[src/rtl/systolic_pkg.sv]
// Shared definitions for the systolic array multiplier output side:
// matrix geometry, controller states and the accumulator narrowing rule.
package systolic_pkg;

  localparam int N      = 4;
  localparam int DATA_W = 8;
  localparam int ACC_W  = 2 * DATA_W + $clog2(N);

  typedef enum logic [1:0] {
    IDLE  = 2'd0,
    CLEAR = 2'd1,
    ACCUM = 2'd2,
    HOLD  = 2'd3
  } state_t;

  // Narrow one PE accumulator to an 8-bit element: clamp at 255 when
  // saturating, otherwise keep the low byte (wrap modulo 256).
  function automatic logic [DATA_W-1:0] sat8(input logic [ACC_W-1:0] acc,
                                              input logic             saturate);
    if (saturate && (acc > ACC_W'(255))) begin
      return '1;
    end
    return acc[DATA_W-1:0];
  endfunction

endpackage

[src/rtl/systolic_result_collector.sv]
// Output-side controller for the NxN systolic multiplier: clears the PEs,
// runs the feeders for the skew-plus-compute window, captures the narrowed
// accumulators and hands the result matrix over a valid/ready handshake.
module systolic_result_collector
  import systolic_pkg::*;
#(
  parameter int N            = systolic_pkg::N,
  parameter int ACC_W        = systolic_pkg::ACC_W,
  parameter int ACCUM_CYCLES = 3 * systolic_pkg::N - 2,
  parameter int SATURATE     = 1
) (
  input  logic                                  i_clk,
  input  logic                                  i_arst,
  input  logic                                  i_start,
  input  logic [N-1:0][N-1:0][ACC_W-1:0]        i_pe_acc,
  input  logic                                  i_resultReady,
  output logic                                  o_pe_clear,
  output logic                                  o_shift,
  output logic                                  o_busy,
  output logic [N-1:0][N-1:0][DATA_W-1:0]       o_c,
  output logic                                  o_validResult
);

  localparam int CNT_W = (ACCUM_CYCLES > 1) ? $clog2(ACCUM_CYCLES) : 1;
  localparam logic [CNT_W-1:0] CNT_LOAD = CNT_W'(ACCUM_CYCLES - 1);

  state_t                             state_q, state_d;
  logic [CNT_W-1:0]                   cnt_q, cnt_d;
  logic                               valid_q, valid_d;
  logic                               capture;
  logic [N-1:0][N-1:0][DATA_W-1:0]    c_q, c_d;
  logic [N-1:0][N-1:0][DATA_W-1:0]    c_narrow;

  // Sequence state, window counter and result-valid flag.
  always_comb begin
    state_d = state_q;
    cnt_d   = cnt_q;
    valid_d = valid_q;
    capture = 1'b0;
    unique case (state_q)
      IDLE: begin
        if (i_start) begin
          state_d = CLEAR;
        end
      end
      CLEAR: begin
        cnt_d   = CNT_LOAD;
        state_d = ACCUM;
      end
      ACCUM: begin
        if (cnt_q == '0) begin
          state_d = HOLD;
          capture = 1'b1;
          valid_d = 1'b1;
        end else begin
          cnt_d = cnt_q - 1'b1;
        end
      end
      HOLD: begin
        if (i_resultReady) begin
          valid_d = 1'b0;
          state_d = i_start ? CLEAR : IDLE;
        end
      end
      default: begin
        state_d = IDLE;
      end
    endcase
  end

  // Narrow every PE accumulator in parallel; only used on the capture edge.
  for (genvar r = 0; r < N; r++) begin : g_row
    for (genvar c = 0; c < N; c++) begin : g_col
      assign c_narrow[r][c] = sat8(i_pe_acc[r][c], SATURATE != 0);
    end
  end

  // Result matrix loads only on the final accumulate edge and holds otherwise.
  always_comb begin
    c_d = c_q;
    if (capture) begin
      c_d = c_narrow;
    end
  end

  // Controller and result registers; reset returns everything to idle at once.
  always_ff @(posedge i_clk or posedge i_arst) begin
    if (i_arst) begin
      state_q <= IDLE;
      cnt_q   <= '0;
      valid_q <= 1'b0;
      c_q     <= '0;
    end else begin
      state_q <= state_d;
      cnt_q   <= cnt_d;
      valid_q <= valid_d;
      c_q     <= c_d;
    end
  end

  assign o_pe_clear    = (state_q == CLEAR);
  assign o_shift       = (state_q == ACCUM);
  assign o_busy        = (state_q != IDLE);
  assign o_validResult = valid_q;
  assign o_c           = c_q;

endmodule

[config.mk]
export PLATFORM = sky130hd
export DESIGN_NAME = systolic_result_collector
export DESIGN_NICKNAME = d
export VERILOG_FILES = /design/src/rtl/systolic_pkg.sv /design/src/rtl/systolic_result_collector.sv
export SDC_FILE = /design/constraint.sdc
export NUM_CORES = 1
export LEC_CHECK = 0
export CORE_AREA = 2 2 167 169
export DETAILED_ROUTE_END_ITERATION = 8
export DIE_AREA = 0 0 169 171
export SKIP_LAST_GASP = 1
export SLEW_MARGIN = 20
export SYNTH_ARGS = -nofsm -noshare
export SYNTH_HDL_FRONTEND = slang
export SYNTH_SLANG_ARGS = --single-unit
[constraint.sdc]
create_clock -name i_clk -period 4.5 [get_ports i_clk]
set_input_delay 0.9 -clock i_clk [delete_from_list [all_inputs] [get_ports i_clk]]
set_output_delay 0.9 -clock i_clk [all_outputs]
set_load 0.03 [all_outputs]
==> metrics.md, run 1 <==
| Metric | Value |
|---|---|
| Drt pass-1 iters | 4 |
| Total power | 3.437 mW |
| NumNets Final | 1351 |
| RSZ-0062 raised after global routing | false |
| Std cell rows | 61 |
| Storage cell area | 3378 µm² |
| Post-synthesis compound-gate area fraction | 11.88% |
| Latest clock arrival within the worst-skew pair | 410 ps |
| Hold_ws | 521.4 ps |
| Clock power frac | 43.9% |
| Post-synthesis xor/xnor area fraction | 0% |
| Yosys warns | 0 |
| CTS tree | yes |
| Max Clock Freq | 327.5 MHz |
| Max IR drop VDD | 0.1705 mV |
| Internal Pwr Total | 2.572 mW |
| Simple-Gate Fraction of Synth Area | 27.16% |
| Fin Clk Skew | 10.17 ps |
| Comb pwr share | 18.8% |
| CTS buffer count | 17 |
| Gr ovfl total | 0 |
| Critical setup path kind | reg2out |
| Clock tree sinks | 135 |
| Crit path max fanout | 12 |
| Status | finished, final reports clean |
| Die ar. | 28900 µm² |
| Setup-failing EPs final | 0 |
| Post-DR wirelength/cell | 16.27 µm |
| Most common cell after layout, fill and taps aside | clkdlybuf4s50_1 |
| Die extent in y | 171 µm |
| Worst rel slew slack | 38.00% |
| Postcts setup bufs | 0 |
| Multiplexer share of the synthesized area | 0.5844% |
| PD cells | 306.6 nW/µm² |
| Setup TNS | 0 ps |
| Detailed-route DRC error count | 0 |
| Synth Cell Area | 5994 µm² |
| # diodes | 0 |
| Adder-cell share of the synthesized area | 1.252% |
| Post-CTS Resized | 0 |
| Layout cells sized above 1 | 5.159% |
| Startpoint types | flop |
| Chip width | 169 µm |
| Vias | 6122 |
| Post-Syn Area per Cell | 9.411 µm² |
| First DRT Iteration DRCs | 264 |
| Layout area overhead | 87.00% |
| Asr flop ratio synth | 100.0% |
| Crit path required time | 3600 ps |
| Routed Antenna Nets | 0 |
| Register share of total power | 37.3% |
| Largest net degree at the start of global routing | 136 |
| Core Area | 27320 µm² |
| Final Wtd Congestion | 0.7709 |
| Net switching power | 865.4 µW |
| DRT Wirelength | 22970 µm |
| Main combinational cell family by area after synthesis | simple AND/OR/NAND/NOR gates |
| Synth Net Count | 935 |
| Vias in the first global route | 6180 |
| Root Buffer | clkbuf_16 |
| Port Buf Inserts | 423 |
| Final hold viol count | 0 |
| Hold buffers post-CTS | 0 |
| Post-synth EDFFs | 0 |
| Fin crit period | 3053 ps |
| P_leak | 4.192 nW |
| Final worst-path cycle share | 67.85% |
| HP Class | reg2reg |
| Pins over their slew limit | 0 |
| Crit path DAT | 2150 ps |
| Clock transition at the registers of the reported paths | 60 ps |
| First-pass GRT wire length | 34360 µm |
| Most frequent cells in the layout | clkdlybuf4s50_1, nor2_1, dfrtp_1 |
| Max Cap Viol | 0 |
| H-tree depth | 4 |
| Top Ports | 424 |
| Filler cell count | 2726 |
| Synth cell types | 26 |
| Worst-Margin Slew | 930.0 ps |
| Crit. End Element | primary output |
| Synth Flop Type | dfrtp_1 |
| Synth Instances | 637 |
| Multi-input gate area | 2457 µm² |
| Synthesis-stage register bit count | 135 |
| Sw Share | 25.18% |
| GRT Overall Usage | 15.26% |
| Sequential share of the synthesized area | 56.36% |
| Max clock buf depth | 2 |
| Initial core utilization | 21.94% |
| Dpl hpwl | 17240 µm |
| Vias per inst | 4.336 |
| Antenna violations before repair | 0 |
-- flip-flops by register name, summed over array words and instances, names as in the netlist --
signal	cells
o_c	128
cnt_q	4
state_q	2
o_validResult	1
-- worst paths after layout --
path / from / endpoint / slack (ps) / cells past startpoint
setup reg to reg: state_q[0] / o_c[40] / 1710 / 6
min in group asynchronous: i_arst / o_c[97] / 1020 / 3
hold / removal: cnt_q[0] / cnt_q[0] / 520 / 1
setup / recovery: state_q[0] / o_shift / 1450 / 3
max in group asynchronous: i_arst / o_c[123] / 2800 / 3
hold reg to reg: cnt_q[0] / cnt_q[0] / 520 / 1
-- kinds of logic after synthesis --
| logic type | after synthesis |
|---|---|
| compound gates | 137 |
| fa+ha+maj | 6 |
| buf+inv | 38 |
| flops | 135 |
| mux | 3 |
| simple gates | 318 |
-- cells in the mapped netlist (all sizes together) (2+ instances only) --
cell type	n	area (µm²)
a21oi	130	650.6
buf	19	95.09
clkbuf	11	41.29
dfrtp	135	3378
ha	6	75.07
inv	8	30.03
mux2i	2	20.02
nand3	2	10.01
nor2	259	972.2
nor2b	2	12.51
nor3	2	10.01
nor4	16	340.3
or4	32	240.2
-- per-layer routing --
metal	global-route usage [%]	part of all wire (%)
met1	18.76	42
met2	26.34	50
met3	3.701	6.0
met4	4.980	1.7
met5	0	0
-- metrics by stage --
| stage | std cells | setup WS, ps | utilization, % | area, µm² |
|---|---|---|---|---|
| after floorplan | 637 | 1921 | - | 5998 |
| after global placement | 1380 | 1616 | 38.72 | 10580 |
| after detailed placement | 1380 | 1596 | 38.72 | 10580 |
| after CTS | 1412 | 1425 | 41.02 | 11210 |
| after global routing | 1412 | 1323 | 41.02 | 11210 |
| final | 1412 | 1447 | 41.02 | 11210 |
-- worst max-delay path, stage by stage, from the launching register on --
cell and delay (ps):
dfrtp_1 410, inv_1 150, ha_1 410, clkdlybuf4s50_1 780
-- final cells by class --
type	count	area share, %
tap	346	3.862
inverter	8	0.3014
timing repair buffer	427	38.15
clock inverter	12	1.552
multi-input combinational	464	21.92
sequential	135	30.14
clock buffer	20	4.074
-- power by group through the flow --
stage          Combinational, mW  Clock (mW)  Sequential, mW
6_report                   0.646        1.51            1.28
3_3_place_gp               0.648           0            1.30
5_1_grt                    0.705        1.61            1.29
2_1_floorplan              0.280           0            1.31
4_1_cts                    0.657        1.55            1.28
3_5_place_dp               0.654           0            1.30
Note: power is estimated with default switching activity, not from simulation.
==> run 2: changes to the inputs <==
Clock period 4.5 ns to 2.5 ns, I/O delays scaled along.
==> metrics.md, run 2 (synthesized netlist as in run 1, its figures left out) <==
| Metric | Value |
|---|---|
| Startpoint types | flop |
| Hold buffers post-CTS | 0 |
| Std cell rows | 61 |
| Vias | 6150 |
| CTS buffer count | 17 |
| Layout area overhead | 87.73% |
| Root Buffer | clkbuf_16 |
| Core Area | 27320 µm² |
| # diodes | 0 |
| Top Ports | 424 |
| RSZ-0062 raised after global routing | false |
| Critical setup path kind | reg2out |
| Gr ovfl total | 0 |
| Vias in the first global route | 6191 |
| H-tree depth | 4 |
| HP Class | in2async |
| Worst rel slew slack | 61.59% |
| Final hold viol count | 0 |
| Worst-Margin Slew | 571.8 ps |
| Chip width | 169 µm |
| PD cells | 524.8 nW/µm² |
| Port Buf Inserts | 423 |
| CP most frequent cell | inv_1 |
| Layout cells sized above 1 | 5.685% |
| Storage cell area | 3378 µm² |
| Crit. End Element | primary output |
| First-pass GRT wire length | 34440 µm |
| Max IR drop VDD | 0.3735 mV |
| Post-DR wirelength/cell | 16.18 µm |
| Pre-CTS setup slack | 189.2 ps |
| Die extent in y | 171 µm |
| Fin Clk Skew | 11.60 ps |
| NumNets Final | 1358 |
| Final Wtd Congestion | 0.7815 |
| Crit path required time | 2000 ps |
| Die ar. | 28900 µm² |
| Filler cell count | 2716 |
| CTS tree | yes |
| Max clock buf depth | 2 |
| P_leak | 4.208 nW |
| Status | finished, final reports clean |
| Most common cell after layout, fill and taps aside | clkdlybuf4s50_1 |
| Max reg flops | 128 |
| Crit path DAT | 1890 ps |
| DRT Wirelength | 22960 µm |
| Slowest CP cell | clkdlybuf4s50_1 |
| Multi-input gate area | 2457 µm² |
| Routed Antenna Nets | 0 |
| Fin crit period | 2386 ps |
| Antenna violations before repair | 0 |
| Pins over their slew limit | 0 |
| Largest net degree at the start of global routing | 71 |
| Max Clock Freq | 419.2 MHz |
| Clock tree sinks | 135 |
| Crit path max fanout | 5 |
| Latest clock arrival within the worst-skew pair | 410 ps |
| Setup-failing EPs final | 0 |
| Initial core utilization | 21.94% |
| First DRT Iteration DRCs | 256 |
| Placed cell count | 1387 |
| Detailed-route DRC error count | 0 |
| Dpl hpwl | 17440 µm |
| Max incr delay on CP | 680 ps |
| GRT Overall Usage | 15.26% |
| Setup TNS | 0 ps |
| Clock transition at the registers of the reported paths | 70 ps |
| Most frequent cells in the layout | clkdlybuf4s50_1, nor2_1, dfrtp_1 |
| Worst-path cell chain | inv_1, ha_1, inv_1, clkdlybuf4s50_1 |
| Final WS setup | 114.2 ps |
| Non-Filler Instances | 1419 |
| Max Cap Viol | 0 |
| Final worst-path cycle share | 95.43% |
| Vias per inst | 4.334 |
| Drt pass-1 iters | 6 |
-- run 2: cell count changes in the layout (fill, tap and decap cells not counted), sizes merged --
| cell | delta |
|---|---|
| clkbuf | -1 |
| inv | +2 |
| bufinv | -3 |
| clkdlybuf4s50 | -1 |
| clkinv | -3 |
| dlymetal6s2s | +1 |
| buf | +7 |
| clkinvlp | +5 |
-- run 2: repair_timing --
| action | 4_1_cts | 5_1_grt |
|---|---|---|
| endpoints found under the setup margin | 0 | 1 |
| setup buffers | 0 | 0 |
| hold endpoints to repair | 0 | 0 |
| resized for setup | 0 | 1 |
-- run 2: through the flow --
step | power, mW | hold slack, ps | util [%] | cell area, µm²
global route | 6.199 | 344.7 | 41.19 | 11250
detailed placement | 3.552 | 511.7 | 39.14 | 10690
finish | 5.906 | 355.9 | 41.19 | 11250
global placement | 3.538 | 499.5 | 39.14 | 10690
floorplan | 2.859 | 468.7 | - | 5998
CTS | 6.003 | 330.7 | 41.18 | 11250
-- run 2: cell type report --
cell class / instances / area share, %
Tap cell: 346 / 3.847
Clock buffer: 19 / 3.847
Timing Repair Buffer: 434 / 39.05
Clock inverter: 13 / 1.101
Multi-Input combinational cell: 464 / 21.84
Inverter: 8 / 0.3002
Sequential cell: 135 / 30.02
-- run 2: power by group --
part | internal [mW] | switching, mW | total (mW)
sequential | 2.25 | 0.0627 | 2.31
clock | 1.38 | 1.02 | 2.40
combinational | 0.678 | 0.513 | 1.19
total | 4.31 | 1.60 | 5.91
-- run 2: final timing paths --
kind / startpoint / cells after the start / endpoint / slack, ps
max in group asynchronous: i_arst / 3 / o_c[49] / 1510
hold / removal: i_arst / 2 / o_c[97] / 360
setup reg to reg: state_q[0] / 6 / o_c[72] / 350
setup / recovery: state_q[0] / 4 / o_busy / 110
min in group i_clk: cnt_q[0] / 1 / cnt_q[0] / 520
hold reg to reg: cnt_q[0] / 1 / cnt_q[0] / 520
-- run 2: worst max-delay path, delay by kind of cell, from the launching register on --
kind,cells,cell delay (ps)
adder cells (fa/ha/maj),1,230
flip-flops,1,400
buffers and inverters,3,850
-- run 2: routing by layer --
layer  vias to the layer above  wire length [µm]  GRT usage [%]
li1                       3008                 -              -
met2                       216             11720          27.30
met4                         0               369          4.757
met3                        19              1500          3.724
met5                         -                 0              0
met1                      2907              9369          18.06
==> RTL edit 1, RTL diff (flow settings as in run 1) <==
Reset style: synchronous (`i_arst`), changed in one clocked block.
--- a/src/rtl/systolic_result_collector.sv
+++ b/src/rtl/systolic_result_collector.sv
@@ -84,7 +84,7 @@
   end
 
   // Controller and result registers; reset returns everything to idle at once.
-  always_ff @(posedge i_clk or posedge i_arst) begin
+  always_ff @(posedge i_clk) begin
     if (i_arst) begin
       state_q <= IDLE;
       cnt_q   <= '0;
Check against the original RTL: differs if i_arst is asserted again (counterexample within 4 cycles, from zero or initial values and one cycle with i_arst high); with i_arst held inactive, the same outputs for 10 cycles.
==> RTL edit 1 against run 1 <==
- non-clock buffer count did not move
- setup slack lost 0.079 ns
- design area decreased by 2.5%
- core utilization down 1.0 points
- sequential cell count is the same
- wire length shrank 1.2%
- synthesized area is 4.2% lower
- sequential share of layout area fell by 5.4 points
- critical endpoint unchanged
Power is not compared: it rests on default switching activity, and its combinational part moved more than twofold at a synthesized area within 25%.
==> RTL edit 1: results <==
set metrics [dict create \
    wl_met1_um 9900 \
    syn-num-nets 955 \
    worst_pin_slew_ns 0.8056 \
    syn_inst 657 \
    dpl_cell_area_um2 10300 \
    use_met1_pct 18.90 \
    drive_gt1_share_pct 5.135 \
    fin_skew_ns 0.009267 \
    grt_pass1_wl_um 34400 \
    synth_seq_area_share_pct 47.08 \
    fin_cells 1417 \
    met3_usage_pct 4.372 \
    grt_max_degree 130 \
    synth_common_cells "257 x nor2_1, 135 x dfxtp_1, 129 x a211oi_1" \
    gp_congestion 0.7622 \
    wl_met2_um 11100 \
    hold_end "o_c[122]" \
    dp_hpwl_um 16840 \
    async_flop_share_pct 0 \
    critPathMaxFanout 15 \
    arrival_ns 2.23 \
    met3_length_um 1440 \
    met2_usage_pct 25.52 \
    grt.total_usage_pct 15.11 \
    timing.rr.start "state_q[0]" \
    status "complete, no violations" \
    drt-total-wl_um 22700 \
    synth.area.top_cells "dfxtp_1 47%, a211oi_1 17%, nor2_1 17%" \
    hold_depth 2 \
    synthDistinctLibCells 29 \
    fill_cells 2779 \
    fin_nets 1356 \
]
[RTL edit 1: changes by cell type after synthesis, sizes merged, moves of 2 or more]
cell,run 1,this run
a21oi,130,4
clkbuf,11,23
nand2b,1,5
buf,19,22
dfxtp,0,135
dfrtp,135,0
a211oi,1,129
nor2,259,257
nor3,2,0
[RTL edit 1: power breakdown]
part	total (mW)	switching, mW	internal [mW]
Clock	1.50	0.570	0.934
Sequential	1.84	0.225	1.62
Combinational	3.12	1.79	1.33
Total	6.46	2.58	3.88
[RTL edit 1: final cells by class]
cell class	count	area share, %
tap	346	3.962
multi-input combinational	470	25.97
sequential	135	24.74
clock buffer	18	3.928
inverter	7	0.2405
clock inverter	14	1.809
timing repair buffer	427	39.35
[RTL edit 1: cells by family (layout without fill, tap and decap cells)]
| logic type | count (synthesis) | count (layout) | share of synthesized area (%) |
|---|---|---|---|
| buf+inv | 52 | 466 | 3.836 |
| fa+ha+maj | 6 | 6 | 1.308 |
| mux | 2 | 2 | 0.3487 |
| simple gates | 322 | 322 | 29.01 |
| compound gates | 140 | 140 | 18.42 |
| flops | 135 | 135 | 47.08 |
[RTL edit 1: worst max-delay path: cells and delay by family (launching register included)]
family                     cells  cell delay, ns
buffers and inverters          2            0.92
DFF                            1            0.35
adders and majority gates      1            0.54
[RTL edit 1: stage by stage]
step / setup slack, ns / util, % / hold WS, ns / power (mW)
final: 1.368 / 39.99 / 0.4957 / 6.462
after global routing: 1.238 / 39.99 / 0.5135 / 6.858
after CTS: 1.333 / 39.99 / 0.4986 / 6.560
after detailed placement: 1.663 / 37.69 / 0.4901 / 5.005
after global placement: 1.697 / 37.69 / 0.4850 / 4.978
after floorplan: 2.421 / - / 0.4785 / 3.642
==> RTL edit 2, RTL diff (flow settings as in run 1) <==
Without the edit above. `DATA_W`: 8 -> 6.
--- a/src/rtl/systolic_pkg.sv
+++ b/src/rtl/systolic_pkg.sv
@@ -3,7 +3,7 @@
 package systolic_pkg;
 
   localparam int N      = 4;
-  localparam int DATA_W = 8;
+  localparam int DATA_W = 6;
   localparam int ACC_W  = 2 * DATA_W + $clog2(N);
 
   typedef enum logic [1:0] {
Interface: changed (resized i_pe_acc and o_c); port bits go from 424 to 328. No check against the original RTL was run, so the function may have changed too.
==> RTL edit 2 against run 1 <==
- setup slack better by 0.16 ns
- clock skew up 0.0030 ns
- sequential cell count down 32
- sequential share of layout area up 2.6 points
- critical path type unchanged
- critical path depth unchanged
- wire length down 40%
- core utilization down 12 points
- die area unchanged
- design area down 30%
- synthesized area down 29%
- count of clock-buffer cells in the layout down 10
- power down 26%
- highest routed layer unchanged
- combinational power up 10%
- global-route usage down 5.9 points
==> RTL edit 2: results <==
set metrics [dict create \
    grt_max_degree 78 \
    grt.total_usage_pct 9.405 \
    wl_met2_um 6993 \
    cts_max_level 3 \
    arrival_ns 1.99 \
    met3_usage_pct 3.863 \
    multi_input_area_share_pct 19.42 \
    status "complete, no violations" \
    dp_slack_ns 1.893 \
    synth-compound-area-share_pct 21.71 \
    critPathMaxFanout 8 \
    clkSlewWorstSetupHoldPaths_ns 0.08 \
    largest_reg_flops 96 \
    synth.area.top_cells "dfrtp_1 60%, o22a_1 20%, nand3_4 6.2%" \
    critPathMaxStageDelay_ns 0.74 \
    syn-num-nets 534 \
    placed_cells 933 \
    num-multi-input-gates 176 \
    synthAdderAreaFrac_pct 1.758 \
    synth_common_cells "103 x dfrtp_1, 96 x o22a_1, 17 x nor2_1" \
    use_met1_pct 10.13 \
    numCtsBuffers 9 \
    hold_start "o_c[18]" \
    syn_inst 300 \
    clock_area_share_pct 3.675 \
    dpl_cell_area_um2 7574 \
    met2_usage_pct 16.96 \
    buf_share_pct 38.18 \
    signal_buffers 300 \
    fin_cells 948 \
    drt-total-wl_um 13750 \
    fin_skew_ns 0.01314 \
    gp_congestion 0.7133 \
    seq_area_um2 2577 \
    dp_hpwl_um 10600 \
    portBuffers 295 \
    clock_latency_ns 0.35 \
    wl_met1_um 5283 \
    worst_pin_slew_ns 0.7601 \
    leakage_nw 2.650 \
]
==> RTL edit 2: cell count changes in the layout (fill, tap and decap cells not counted), moves of 16 or more <==
cell / before / now
nor4_1: 0 / 16
clkdlybuf4s50_1: 423 / 295
a21oi_1: 130 / 2
dfrtp_1: 135 / 103
o22a_1: 0 / 96
or4_1: 32 / 0
nor2_1: 259 / 17
nor4_4: 16 / 0
==> RTL edit 2: report_power, final <==
part	internal, mW	switching [mW]	total, mW
combinational	0.365	0.347	0.713
sequential	0.995	0.0490	1.04
clock	0.430	0.360	0.791
total	1.79	0.757	2.55
==> RTL edit 2: path summary, 6_finish.rpt <==
kind                       endpoint  slack, ns  cells after the start
hold reg to reg             o_c[18]       0.50                      1
min in group asynchronous   o_c[42]       1.04                      2
hold / removal              o_c[18]       0.50                      1
setup / recovery            o_shift       1.61                      3
setup reg to reg            o_c[76]       1.92                      6
max in group asynchronous   o_c[92]       2.71                      3
